$ cat config.mk
export PLATFORM = sky130hd
export DESIGN_NAME = dds_wavegen_flat
export DESIGN_NICKNAME = d
export VERILOG_FILES = /design/src/rtl/dds_wavegen_if.sv /design/src/rtl/dds_wavegen.sv /design/src/flat_wrapper.sv
export SDC_FILE = /design/constraint.sdc
export NUM_CORES = 1
export LEC_CHECK = 0
export CORE_MARGIN = 8
export CORE_UTILIZATION = 30
export DETAILED_ROUTE_END_ITERATION = 8
export GPL_ROUTABILITY_DRIVEN = 1
export MAX_ROUTING_LAYER = met4
export PLACE_DENSITY = 0.44
export SYNTH_ARGS = -nofsm -noshare
export SYNTH_HDL_FRONTEND = slang
export SYNTH_SLANG_ARGS = --single-unit
$ cat constraint.sdc
create_clock -name clk -period 8.75 [get_ports clk]
set_input_delay 1.3125 -clock clk [delete_from_list [all_inputs] [get_ports clk]]
set_output_delay 1.3125 -clock clk [all_outputs]
set_load 0.01 [all_outputs]
$ cat src/rtl/dds_wavegen_if.sv
// dds_wavegen_if: control, ROM and DAC-side signals of the DDS waveform core.
// Build option DDS_QUARTER_WAVE_EN narrows rom_addr to a quarter-wave table.
interface dds_wavegen_if #(
    parameter int PHASE_W = 32,
    parameter int ADDR_W  = 11,
    parameter int DATA_W  = 8
);
`ifdef DDS_QUARTER_WAVE_EN
    localparam int ROM_AW = ADDR_W - 2;
`else
    localparam int ROM_AW = ADDR_W;
`endif

    logic               en;
    logic               cfg_load;
    logic [PHASE_W-1:0] freq_word;
    logic [ADDR_W-1:0]  phase_off;
    logic [1:0]         mode;
    logic [DATA_W-1:0]  amp;
    logic               cfg_busy;
    logic [ROM_AW-1:0]  rom_addr;
    logic [DATA_W-1:0]  rom_q;
    logic [DATA_W-1:0]  dac_value;
    logic               dac_valid;
    logic               sync;

    modport master (
        output en, cfg_load, freq_word, phase_off, mode, amp, rom_q,
        input  cfg_busy, rom_addr, dac_value, dac_valid, sync
    );

    modport slave (
        input  en, cfg_load, freq_word, phase_off, mode, amp, rom_q,
        output cfg_busy, rom_addr, dac_value, dac_valid, sync
    );
endinterface

$ cat src/rtl/dds_wavegen.sv
// dds_wavegen: phase-accumulator DDS producing sine/square/triangle/sawtooth,
// amplitude-scaled, with a shadow config committed at phase wrap.
// Build option DDS_QUARTER_WAVE_EN: external ROM holds one quarter of the sine.
module dds_wavegen #(
    parameter int PHASE_W = 32,
    parameter int ADDR_W  = 11,
    parameter int DATA_W  = 8
) (
    input  logic         clk,
    input  logic         rst,
    dds_wavegen_if.slave dds
);

`ifdef DDS_QUARTER_WAVE_EN
    localparam int ROM_AW = ADDR_W - 2;
    localparam logic [DATA_W-1:0] MID    = {1'b1, {(DATA_W-1){1'b0}}};
    localparam logic [DATA_W-1:0] MID_M1 = {1'b0, {(DATA_W-1){1'b1}}};
`else
    localparam int ROM_AW = ADDR_W;
`endif

    // Active and shadow configuration
    logic [PHASE_W-1:0] freq_q, sh_freq_q;
    logic [1:0]         mode_q, sh_mode_q;
    logic [DATA_W-1:0]  amp_q,  sh_amp_q;
    logic [ADDR_W-1:0]  off_q,  sh_off_q;
    logic               busy_q;

    // Stage 0
    logic [PHASE_W-1:0] phase_q;
    logic               wrap_q;

    // Stage 1 (only the index bits the waveforms need are carried on)
    logic [ROM_AW-1:0]  rom_addr_q;
    logic [DATA_W:0]    idx1_q;
    logic [1:0]         mode1_q;
    logic [DATA_W-1:0]  amp1_q;
    logic               wrap1_q, en1_q;

    // Stage 2
    logic [DATA_W:0]    idx2_q;
    logic [1:0]         mode2_q;
    logic [DATA_W-1:0]  amp2_q;
    logic               wrap2_q, en2_q;

    // Stage 3
    logic [DATA_W-1:0]  dac_q;
    logic               valid_q, sync_q;

    logic [PHASE_W:0]   sum_d;
    logic               wrap_d, commit_d;
    logic [ADDR_W-1:0]  idx_d;
    logic [ROM_AW-1:0]  rom_addr_d;
    logic [DATA_W-1:0]  sine_d, raw_d, dac_d;
    logic [DATA_W:0]    amp_p1_d;
    logic [2*DATA_W:0]  prod_d;

    // Accumulator sum, wrap detection, commit decision and ROM addressing
    always_comb begin
        sum_d    = {1'b0, phase_q} + {1'b0, freq_q};
        wrap_d   = dds.en & sum_d[PHASE_W];
        commit_d = busy_q & (wrap_d | ~dds.en);
        idx_d    = phase_q[PHASE_W-1 -: ADDR_W] + off_q;
`ifdef DDS_QUARTER_WAVE_EN
        rom_addr_d = idx_d[ADDR_W-2] ? ~idx_d[ADDR_W-3:0] : idx_d[ADDR_W-3:0];
`else
        rom_addr_d = idx_d;
`endif
    end

    // Waveform selection and amplitude scaling of the sample in stage 2
    always_comb begin
`ifdef DDS_QUARTER_WAVE_EN
        sine_d = idx2_q[DATA_W] ? (MID_M1 - dds.rom_q) : (MID + dds.rom_q);
`else
        sine_d = dds.rom_q;
`endif
        case (mode2_q)
            2'd0:    raw_d = sine_d;
            2'd1:    raw_d = idx2_q[DATA_W] ? '0 : '1;
            2'd2:    raw_d = idx2_q[DATA_W] ? ~idx2_q[DATA_W-1:0] : idx2_q[DATA_W-1:0];
            default: raw_d = idx2_q[DATA_W:1];
        endcase
        amp_p1_d = {1'b0, amp2_q} + {{DATA_W{1'b0}}, 1'b1};
        prod_d   = {{(DATA_W+1){1'b0}}, raw_d} * {{DATA_W{1'b0}}, amp_p1_d};
        dac_d    = DATA_W'(prod_d >> DATA_W);
    end

    // Shadow capture and commit; a load on the commit cycle keeps the new shadow pending
    always_ff @(posedge clk or posedge rst) begin
        if (rst) begin
            sh_freq_q <= '0;
            sh_mode_q <= '0;
            sh_amp_q  <= '0;
            sh_off_q  <= '0;
            busy_q    <= 1'b0;
            freq_q    <= '0;
            mode_q    <= '0;
            amp_q     <= '1;
            off_q     <= '0;
        end else begin
            if (dds.cfg_load) begin
                sh_freq_q <= dds.freq_word;
                sh_mode_q <= dds.mode;
                sh_amp_q  <= dds.amp;
                sh_off_q  <= dds.phase_off;
                busy_q    <= 1'b1;
            end else if (commit_d) begin
                busy_q    <= 1'b0;
            end
            if (commit_d) begin
                freq_q <= sh_freq_q;
                mode_q <= sh_mode_q;
                amp_q  <= sh_amp_q;
                off_q  <= sh_off_q;
            end
        end
    end

    // Stage 0: phase advance; wrap flag is held while en is low so sync
    // lands on the first valid sample of the new period
    always_ff @(posedge clk or posedge rst) begin
        if (rst) begin
            phase_q <= '0;
            wrap_q  <= 1'b0;
        end else if (dds.en) begin
            phase_q <= sum_d[PHASE_W-1:0];
            wrap_q  <= sum_d[PHASE_W];
        end
    end

    // Stage 1: ROM address and per-sample context
    always_ff @(posedge clk or posedge rst) begin
        if (rst) begin
            rom_addr_q <= '0;
            idx1_q     <= '0;
            mode1_q    <= '0;
            amp1_q     <= '1;
            wrap1_q    <= 1'b0;
            en1_q      <= 1'b0;
        end else begin
            rom_addr_q <= rom_addr_d;
            idx1_q     <= idx_d[ADDR_W-1 -: DATA_W+1];
            mode1_q    <= mode_q;
            amp1_q     <= amp_q;
            wrap1_q    <= wrap_q & dds.en;
            en1_q      <= dds.en;
        end
    end

    // Stage 2: context aligned with the ROM read latency
    always_ff @(posedge clk or posedge rst) begin
        if (rst) begin
            idx2_q  <= '0;
            mode2_q <= '0;
            amp2_q  <= '1;
            wrap2_q <= 1'b0;
            en2_q   <= 1'b0;
        end else begin
            idx2_q  <= idx1_q;
            mode2_q <= mode1_q;
            amp2_q  <= amp1_q;
            wrap2_q <= wrap1_q;
            en2_q   <= en1_q;
        end
    end

    // Stage 3: registered DAC sample and flags
    always_ff @(posedge clk or posedge rst) begin
        if (rst) begin
            dac_q   <= '0;
            valid_q <= 1'b0;
            sync_q  <= 1'b0;
        end else begin
            dac_q   <= dac_d;
            valid_q <= en2_q;
            sync_q  <= wrap2_q;
        end
    end

    assign dds.cfg_busy  = busy_q;
    assign dds.rom_addr  = rom_addr_q;
    assign dds.dac_value = dac_q;
    assign dds.dac_valid = valid_q;
    assign dds.sync      = sync_q;

endmodule

$ cat src/flat_wrapper.sv
// flat-port wrapper written by rule: the top's interface ports become plain ports
module dds_wavegen_flat 
#(
    parameter int PHASE_W = 32,
    parameter int ADDR_W  = 11,
    parameter int DATA_W  = 8
)
  (clk, rst, dds_en, dds_cfg_load, dds_freq_word, dds_phase_off, dds_mode, dds_amp, dds_rom_q, dds_cfg_busy, dds_rom_addr, dds_dac_value, dds_dac_valid, dds_sync);
  dds_wavegen_if #(.PHASE_W(PHASE_W), .ADDR_W(ADDR_W), .DATA_W(DATA_W)) dds_i ();
  input  logic clk;
  input  logic rst;
  input wire logic [$bits(dds_i.en)-1:0] dds_en;
  input wire logic [$bits(dds_i.cfg_load)-1:0] dds_cfg_load;
  input wire logic [$bits(dds_i.freq_word)-1:0] dds_freq_word;
  input wire logic [$bits(dds_i.phase_off)-1:0] dds_phase_off;
  input wire logic [$bits(dds_i.mode)-1:0] dds_mode;
  input wire logic [$bits(dds_i.amp)-1:0] dds_amp;
  input wire logic [$bits(dds_i.rom_q)-1:0] dds_rom_q;
  output wire logic [$bits(dds_i.cfg_busy)-1:0] dds_cfg_busy;
  output wire logic [$bits(dds_i.rom_addr)-1:0] dds_rom_addr;
  output wire logic [$bits(dds_i.dac_value)-1:0] dds_dac_value;
  output wire logic [$bits(dds_i.dac_valid)-1:0] dds_dac_valid;
  output wire logic [$bits(dds_i.sync)-1:0] dds_sync;
  assign dds_i.en = dds_en;
  assign dds_i.cfg_load = dds_cfg_load;
  assign dds_i.freq_word = dds_freq_word;
  assign dds_i.phase_off = dds_phase_off;
  assign dds_i.mode = dds_mode;
  assign dds_i.amp = dds_amp;
  assign dds_i.rom_q = dds_rom_q;
  assign dds_cfg_busy = dds_i.cfg_busy;
  assign dds_rom_addr = dds_i.rom_addr;
  assign dds_dac_value = dds_i.dac_value;
  assign dds_dac_valid = dds_i.dac_valid;
  assign dds_sync = dds_i.sync;
  dds_wavegen #(.PHASE_W(PHASE_W), .ADDR_W(ADDR_W), .DATA_W(DATA_W)) u_core (.clk(clk), .rst(rst), .dds(dds_i));
endmodule
==> flow_summary.ini <==
[grt]
grt_first_pass_wirelength_um = 39900
grt-busiest-layer = met2
gr-total-overflow = 0
use_met2 = 0.201
grt.met1_usage = 0.151
grt_max_degree = 87
gr-usage-met3 = 0.0240
grt_pass1_vias = 7547
grt_usage = 0.123
antenna_found_initial = 1

[clock_tree]
cts-root-buf = clkbuf_16
cts_hold_buf = 0
cts-buffers-inserted = 17
htree_levels = 4
cts_resized = 0
insertion_delay_ns = 0.45
cts_sinks = 194
clk_path_buf_depth = 2
post_cts_buffers = 0
cts_tree = built
path_clk_slew_ns = 0.08

[drt]
drt_iter0_drc = 343
vias_per_cell = 4.76
routedWlPerCell_um = 16.2
vias = 7130
final_antenna_net_count = 0
dr.pass1.iters = 4
routed_wl_um = 24200
drc = 0

[layout]
drive_gt1_frac = 0.162
final_nets = 1204
syn_to_final_growth_pct = 18.0

[setup_path]
cp-start-kind = register
cp_max_fo = 12
crit_type = reg -> reg
cp.arrival_ns = 6.60
crit_required_ns = 9.07
worst_setup_path_end_kind = register
ff2ff_setup_slack_ns = 2.47

[timing]
slew_headroom = 0.339
post-route-period-util = 0.718
worst_pin_slew_ns = 0.966
finalClockSkew_ns = 0.0173
tns_ns = 0
clock.fmax_ghz = 0.159
final.min_clock_period_ns = 6.28
setup_viol = 0
final-hold-violation-count = 0
slew_viol_final = 0
timing.final.ws_setup_ns = 2.47
rsz0062_at_grt = false

[floorplan]
ios = 87
fp.dieH_um = 206
dieArea_mm2 = 0.0426
num_rows = 69
core-area_mm2 = 0.0357
die-width_um = 206
start_util = 0.305

[logic_synthesis]
ys_seq_area_frac = 0.449
syn-num-nets = 1117
yosysWarningCount = 0
syn-cell-area_mm2 = 0.0109
syn_inst = 935
ys_types = 60
ys.flop_type = dfrtp_1
synth_seq_cells = 194
avgSynthCellArea_um2 = 11.6
synth_edf_count = 0
synthArstFlopShare = 1.00

[run_status]
status = finished clean

[placed_design]
place_congestion = 0.844
dp_slack_ns = 2.13
dp_hpwl_um = 18100
numPortBuffers = 86

[run]
cap_violations = 0

[hold_path]
hp-class = reg -> reg
cells in the mapped netlist (2+ instances only):
cell       number  share of area
a2111o_1        2         0.0021
a2111oi_0       2         0.0016
a211oi_1        7         0.0048
a21boi_0        6         0.0041
a21o_1         21          0.014
a21oi_1        38          0.017
a221o_1         2         0.0018
a221oi_1        2         0.0016
a31o_2          4         0.0032
a31oi_1         5         0.0029
and2_1          4         0.0023
and3_1          7         0.0040
buf_1           6         0.0021
buf_2           2        0.00092
buf_4           5         0.0034
clkbuf_1       11         0.0038
dfrtp_1       170           0.39
dfstp_2        24          0.058
fa_1           42          0.077
ha_1           75          0.086
inv_1          73          0.025
mux2_1         50          0.052
mux2_2         79          0.082
nand2_1        32          0.011
nand2b_1        4         0.0023
nand3_1        12         0.0055
nand4_1         2         0.0011
nor2_1         95          0.033
nor2b_1         5         0.0029
nor3_1          8         0.0037
o211ai_1        3         0.0021
o21a_1          3         0.0021
o21ai_0        23          0.011
o21ai_1         2        0.00092
o21bai_1        6         0.0041
o221ai_1        6         0.0048
o22ai_1        10         0.0057
o311ai_0        2         0.0016
o31ai_1         2         0.0014
or2_2          14         0.0080
or3_1           2         0.0011
or4_1           2         0.0014
xnor2_1        35          0.028
xor2_1         14          0.011
stage by stage:
stage	instance area, um^2	std cells	utilization	hold slack, ns
after global routing	12800	1497	0.360	0.358
final	12800	1497	0.360	0.352
after CTS	12800	1496	0.360	0.354
after floorplan	10900	935	-	0.331
after detailed placement	12300	1464	0.344	0.335
after global placement	12300	1464	0.344	0.335
flip-flops by register name, indices dropped and copies added, names as in the netlist, 2 cells and up:
register              flops
u_core.freq_q            32
u_core.phase_q           32
u_core.sh_freq_q         32
u_core.off_q             11
u_core.sh_off_q          11
u_core.dds.rom_addr      10
u_core.idx2_q             9
u_core.amp1_q             8
u_core.amp2_q             8
u_core.amp_q              8
u_core.dds.dac_value      8
u_core.sh_amp_q           8
u_core.mode1_q            2
u_core.mode2_q            2
u_core.mode_q             2
u_core.sh_mode_q          2
placed cells by master (no fill, tap or decap), types with 6 or more instances in the layout:
cell type / Yosys / routed
clkbuf_16: 0 / 17
a21oi_1: 38 / 38
clkdlybuf4s50_1: 0 / 84
fa_1: 42 / 42
ha_1: 75 / 75
xnor2_1: 35 / 35
o221ai_1: 6 / 6
dfstp_2: 24 / 24
buf_4: 5 / 6
nand2_1: 32 / 32
a211oi_1: 7 / 7
o21bai_1: 6 / 6
inv_8: 0 / 7
o21ai_0: 23 / 23
nor3_1: 8 / 8
xor2_1: 14 / 14
o22ai_1: 10 / 10
mux2_2: 79 / 79
and3_1: 7 / 7
or2_2: 14 / 14
a21o_1: 21 / 21
nor2_1: 95 / 95
inv_1: 73 / 72
a21boi_0: 6 / 6
nand3_1: 12 / 12
dfrtp_1: 170 / 170
mux2_1: 50 / 50
final timing paths:
| kind | end | start | cells after the start |
|---|---|---|---|
| worst max-delay path | u_core.dds.dac_value[7] | u_core.mode2_q[1] | 16 |
| worst min-delay path | u_core.wrap2_q | u_core.wrap1_q | 0 |
| worst max register to register | u_core.dds.dac_value[7] | u_core.mode2_q[1] | 16 |
| worst min register to register | u_core.wrap2_q | u_core.wrap1_q | 0 |
| max in group asynchronous | u_core.off_q[3] | rst | 3 |
| min in group asynchronous | u_core.dds.dac_value[3] | rst | 2 |
critical path: stages (launching register included):
cell	delay, ns
dfrtp_1	0.65
nor2b_1	0.57
a21oi_1	0.19
o221ai_1	0.63
or2_2	0.24
fa_1	0.45
fa_1	0.56
inv_1	0.06
fa_1	0.52
fa_1	0.50
ha_1	0.21
a2111oi_0	0.45
o41ai_2	0.20
a31o_2	0.30
a311oi_1	0.36
o21bai_1	0.13
xnor2_1	0.14
per-layer routing:
layer	wire, um	share of wire	vias up
li1	-	-	3413
met1	11300	0.46	3609
met2	11900	0.49	89
met3	784	0.032	19
met4	329	0.014	0
met5	0	0	-
cell type report:
| class | instances | area (um^2) |
|---|---|---|
| Antenna cell | 1 | 2.50 |
| Clock inverter | 14 | 134 |
| Inverter | 74 | 285 |
| Sequential cell | 194 | 4880 |
| Clock buffer | 18 | 439 |
| Tap cell | 461 | 577 |
| Fill cell | 3594 | 22800 |
| Multi-Input combinational cell | 643 | 5620 |
| Timing Repair Buffer | 92 | 896 |
cells by family (layout without fill, tap and decap cells):
logic type | count (synthesis) | after routing | synth area share
xor+xnor | 49 | 49 | 0.0394
fa+ha+maj | 117 | 117 | 0.164
mux | 129 | 129 | 0.133
other cells | 0 | 1 | 0
simple gates | 189 | 189 | 0.0775
flops | 194 | 194 | 0.449
buf+inv | 98 | 198 | 0.0358
compound gates | 159 | 159 | 0.101
Power is left out: the tool's default activity adds up to more than one toggle a clock period on the data nets, which glitch-free logic cannot reach.
